===== src/rtl/sequential_subtractor_64_bit_pkg.sv =====
// sequential_subtractor_64_bit_pkg: shared sizes, state encoding and counter-width helper
package sequential_subtractor_64_bit_pkg;
    localparam int WIDTH_D = 64;
    localparam int CHUNK_D = 16;
    localparam int NCHUNK = WIDTH_D / CHUNK_D;

    function automatic int cnt_w(input int n);
        return (n > 1) ? $clog2(n) : 1;
    endfunction

    localparam int CNT_W = cnt_w(NCHUNK);

    typedef enum logic [1:0] {
        IDLE = 2'd0,
        RUN  = 2'd1,
        DONE = 2'd2
    } state_t;
endpackage


===== src/rtl/full_adder_16_bit.sv =====
// full_adder_16_bit: combinational chunk-wide adder with carry in and carry out
module full_adder_16_bit #(
    parameter int W = 16
) (
    input  logic [W-1:0] a,
    input  logic [W-1:0] b,
    input  logic         cin,
    output logic         cout,
    output logic [W-1:0] sum
);
    assign {cout, sum} = {1'b0, a} + {1'b0, b} + {{W{1'b0}}, cin};
endmodule


===== src/rtl/sequential_subtractor_64_bit.sv =====
// sequential_subtractor_64_bit: a - b - bin, one chunk per cycle through a registered carry
module sequential_subtractor_64_bit
    import sequential_subtractor_64_bit_pkg::*;
#(
    parameter int WIDTH = WIDTH_D,
    parameter int CHUNK = CHUNK_D
) (
    input  logic             clk,
    input  logic             rst,
    input  logic             start,
    input  logic [WIDTH-1:0] a,
    input  logic [WIDTH-1:0] b,
    input  logic             bin,
    output logic             busy,
    output logic             done,
    output logic [WIDTH-1:0] diff,
    output logic             bout,
    output logic             ovf
);
    localparam int NCH = WIDTH / CHUNK;
    localparam int CW = cnt_w(NCH);

    state_t           r_state, w_state_nxt;
    logic [CW-1:0]    r_cnt;
    logic             r_carry;
    logic [WIDTH-1:0] r_a, r_b, r_wdiff, w_wdiff_nxt;
    logic [WIDTH-1:0] r_diff;
    logic             r_bout, r_ovf;
    logic [CHUNK-1:0] w_sum;
    logic             w_cout;
    logic             w_last;

    assign w_last = r_cnt == CW'(NCH - 1);
    assign busy   = r_state == RUN;
    assign done   = r_state == DONE;
    assign diff   = r_diff;
    assign bout   = r_bout;
    assign ovf    = r_ovf;

    full_adder_16_bit #(.W(CHUNK)) u_fa (
        .a    (r_a[int'(r_cnt)*CHUNK +: CHUNK]),
        .b    (~r_b[int'(r_cnt)*CHUNK +: CHUNK]),
        .cin  (r_carry),
        .cout (w_cout),
        .sum  (w_sum)
    );

    // The final chunk lands in the same edge as the output copy, so outputs take the merged value
    always_comb begin
        w_wdiff_nxt = r_wdiff;
        w_wdiff_nxt[int'(r_cnt)*CHUNK +: CHUNK] = w_sum;
    end

    always_comb begin
        w_state_nxt = r_state;
        case (r_state)
            IDLE:    w_state_nxt = start ? RUN : IDLE;
            RUN:     w_state_nxt = w_last ? DONE : RUN;
            default: w_state_nxt = IDLE;
        endcase
    end

    always_ff @(posedge clk) begin
        if (rst) r_state <= IDLE;
        else     r_state <= w_state_nxt;
    end

    always_ff @(posedge clk) begin
        if (rst) begin
            r_cnt   <= '0;
            r_carry <= 1'b0;
            r_a     <= '0;
            r_b     <= '0;
            r_wdiff <= '0;
            r_diff  <= '0;
            r_bout  <= 1'b0;
            r_ovf   <= 1'b0;
        end else if (r_state == IDLE && start) begin
            r_a     <= a;
            r_b     <= b;
            r_carry <= ~bin;
            r_cnt   <= '0;
        end else if (r_state == RUN) begin
            r_wdiff <= w_wdiff_nxt;
            r_carry <= w_cout;
            r_cnt   <= r_cnt + 1'b1;
            if (w_last) begin
                r_diff <= w_wdiff_nxt;
                r_bout <= ~w_cout;
                r_ovf  <= (r_a[WIDTH-1] ^ r_b[WIDTH-1]) & (r_a[WIDTH-1] ^ w_wdiff_nxt[WIDTH-1]);
            end
        end
    end
endmodule


===== config.mk =====
export PLATFORM = sky130hd
export DESIGN_NAME = sequential_subtractor_64_bit
export DESIGN_NICKNAME = d
export VERILOG_FILES = /design/src/rtl/sequential_subtractor_64_bit_pkg.sv /design/src/rtl/full_adder_16_bit.sv /design/src/rtl/sequential_subtractor_64_bit.sv
export SDC_FILE = /design/constraint.sdc
export NUM_CORES = 1
export LEC_CHECK = 0
export ABC_AREA = 1
export CAP_MARGIN = 20
export CORE_MARGIN = 3
export CORE_UTILIZATION = 49
export DETAILED_ROUTE_END_ITERATION = 6
export GPL_TIMING_DRIVEN = 1
export PLACE_DENSITY = 0.81
export REMOVE_ABC_BUFFERS = 1
export SLEW_MARGIN = 15
export SYNTH_ARGS = -nofsm -noshare
export SYNTH_HDL_FRONTEND = slang
export SYNTH_SLANG_ARGS = --single-unit

===== constraint.sdc =====
create_clock -name clk -period 2.81 [get_ports clk]
set_input_delay 0.843 -clock clk [delete_from_list [all_inputs] [get_ports clk]]
set_output_delay 0.843 -clock clk [all_outputs]
set_load 0.02 [all_outputs]

==> qor.csv <==
stage,metric,value,unit
sta,max-slew violations,0,
pwr,Pwr Total,10.2,mW
pwr,pwr/cell area,636,nW/um^2
worst_setup_path,WS Path Type,reg -> reg,
sta,Setup TNS,0,ns
placed_design,Placed Cells,2170,
finish,P&R area growth vs syn,31.9,%
floorplan,Site Rows,56,
floorplan,io pins,200,
worst_setup_path,critical path's top delay family,simple AND/OR/NAND/NOR gates,
logic_synthesis,Syn Inst Count,1707,
worst_setup_path,worst path arrival time,3.21,ns
finish,fillers,1910,
logic_synthesis,Synth Register Bits,263,
detailed_routing,1st-pass router iterations,5,
worst_setup_path,reg-to-reg critical path startpoint,r_cnt[0],
placed_design,pre-CTS setup slack,-0.0707,ns
floorplan,Initial Utilization,50.7,%
worst_setup_path,CP Max Fanout,8,
pwr,worst ir drop on vdd,0.364,mV
sta,measured slew at the worst slew-check pin,0.796,ns
worst_setup_path,CP dominant cell by count,nand2_4,
floorplan,Die ar.,26600,um^2
global_routing,first-pass GRT wire length,57.3,mm
sta,headroom to the max-slew limit,46.9,%
worst_setup_path,Setup crit end kind,flip-flop,
worst_setup_path,CP startpoint,r_cnt[0],
global_routing,antenna violations before repair,0,
placed_design,number of port buffers,199,
cts,clock latency on the worst-skew pair,0.53,ns
floorplan,Die Span X,163,um
finish,diode count,0,
logic_synthesis,post-synth cell types,40,
sta,RSZ-0062 raised after global routing,yes,
cts,H-tree Lvls,1,
placed_design,Final GP Congestion,0.936,
worst_setup_path,R2R setup slack,0.03,ns
sta,setup ws final,0.0288,ns
worst_setup_path,Bufs and invs on worst path,6,
placed_design,hpwl dp,23.9,mm
global_routing,Total GRT Usage,25.9,%
sta,skew final,0.00671,ns
detailed_routing,drt initial violations,1288,
logic_synthesis,Post-Syn Area,12100,um^2
detailed_routing,Routed WL,36.2,mm
global_routing,largest net degree at the start of global routing,127,
worst_setup_path,Worst path slowest cell,dfxtp_4,
sta,final hold vios,0,
pwr,leak pwr,7.13,nW
cts,CTS Buf Count,27,
finish,Finished Layout Cells,2233,
worst_setup_path,Critical Path Source Type,flip-flop,
cts,Max clock buf depth,3,
sta,Final setup viols,0,
global_routing,vias in the first global route,11599,
detailed_routing,routed len/inst,16.2,um
sta,final period utilization,99.0,%
flow_run,max-cap viol count,0,
worst_setup_path,worst path required time,3.24,ns
finish,share of layout cells above drive strength 1,10.6,%
detailed_routing,DR vias/cell,5.42,
finish,Final Instance Area,16000,um^2
run_status,status,finished clean,
floorplan,Core Footprint,23900,um^2
logic_synthesis,"Avg Cell Area, Syn",7.09,um^2
floorplan,Die Height,163,um
worst_setup_path,delay of the slowest cell on the worst path,0.40,ns
logic_synthesis,Ys Warns,0,
cts,clk slew on worst S/H paths,0.06,ns
worst_hold_path,hold crit path type,reg -> reg,
cts,"Hold-fix buffers, CTS",0,
worst_hold_path,hold_sp,r_wdiff[9],
detailed_routing,# DRC,0,
detailed_routing,ANT nets after route,0,
cts,root buffer cell,clkbuf_16,
sta,Max Freq,360,MHz
finish,Final #Nets,2049,
logic_synthesis,"Seq/Total Area, Yosys",43.5,%
cts,CTS tree,yes,
sta,Final Critical Period,2.78,ns
global_routing,Overflow after GRT,0,
cts,clk sink count,263,
finish,Finished Core Util,66.8,%
placed_design,DP Area,14600,um^2
detailed_routing,routed vias,12096,
worst_setup_path,"Critical Path, Cell by Cell",buf_8 > buf_6 > nand2_2 > a32o_2 > fa_2 > inv_2 > fa_2 > inv_2 > nand3_2 > nand2_4 > nand2_4 > nand2_4 > nand2_4 > nand2_4 > nand2_4 > nand2_4 > buf_6 > nand4_1 > nand3_1 > o211ai_1 > inv_1,
sta,smallest hold slack,0.468,ns
==> tightest hold or removal path: cells and delay by family, from the launching register on <==
kind	cells	cell delay, ns
AOI/OAI and AO/OA	1	0.05
DFF	1	0.31
and+or+nand+nor	1	0.06
==> synth_stat cells (all sizes together) <==
library cell	count	area share, %
o32ai	1	0.072
inv	174	5.4
nor4	1	0.18
o21bai	43	2.7
nor3	4	0.29
a31oi	2	0.10
xnor2	3	0.22
nand3	55	2.3
o22ai	29	1.5
o21a	16	0.99
ha	21	2.2
nand2	245	7.7
clkbuf	79	2.4
dfxtp	263	43
a211oi	1	0.062
o21ai	258	11
xor2	8	0.70
fa	2	0.33
a21o	2	0.12
a32o	14	1.2
clkinv	4	0.12
a32oi	2	0.14
nand4	10	0.52
a21oi	86	3.6
nor2	334	10
buf	36	1.5
o211ai	8	0.50
a22o	6	0.43
==> where the power goes <==
part | leakage (nW) | internal (mW) | switching, mW | total (mW)
Sequential | 2.16 | 3.98 | 0.136 | 4.11
Combinational | 4.54 | 1.04 | 1.45 | 2.49
Clock | 0.435 | 2.07 | 1.48 | 3.55
==> layout make-up <==
class	count	area (um^2)	share of cell area, %
flip-flops and latches	263	5270	33.0
well taps	319	399	2.50
repair buffers	273	2720	17.0
clock buffers	42	813	5.09
multi-input cells	1151	6020	37.7
clock inverters	7	63.8	0.400
inverters	178	683	4.28
==> path summary, 6_finish.rpt <==
path	endpoint	depth (start not counted)
min reg2reg	r_wdiff[9]	2
max reg2reg	diff[58]	21
max	diff[58]	21
min	r_wdiff[9]	2
==> state kept, by name, indices dropped and copies added (netlist names) <==
name and count:
diff 64, r_a 64, r_b 64, r_wdiff 64, r_cnt 2, r_state 2, bout 1, ovf 1
r_carry 1
==> cell families after synthesis <==
logic type / synth area share [%]
simple gates: 21.4
compound gates: 22.2
buf+inv: 9.50
flops: 43.5
fa+ha+maj: 2.50
xor+xnor: 0.920
==> routing by layer <==
| layer | share of wire, % | GRT usage [%] |
|---|---|---|
| met1 | 42 | 34.8 |
| met2 | 46 | 42.2 |
| met3 | 9.1 | 4.64 |
| met4 | 3.3 | 8.84 |
| met5 | 0 | 0 |
==> placed cells by master (no fill, tap or decap), drive strengths merged, types with 43 or more instances in the layout <==
master,instances
inv,176
nand3,55
nor2,334
o21ai,258
a21oi,86
buf,75
clkdlybuf4s50,198
dfxtp,263
nand2,245
o21bai,43
==> repair_timing <==
| action | in CTS | in global routing |
|---|---|---|
| setup endpoints to repair | 27 | 90 |
| pin swaps | 1 | 28 |
| gates resized for setup | 5 | 89 |
| cloned | 1 | 0 |
| setup buffers | 0 | 13 |
| endpoints found under the hold margin | 0 | 0 |
No activity file was read; power rests on OpenSTA's default activity.
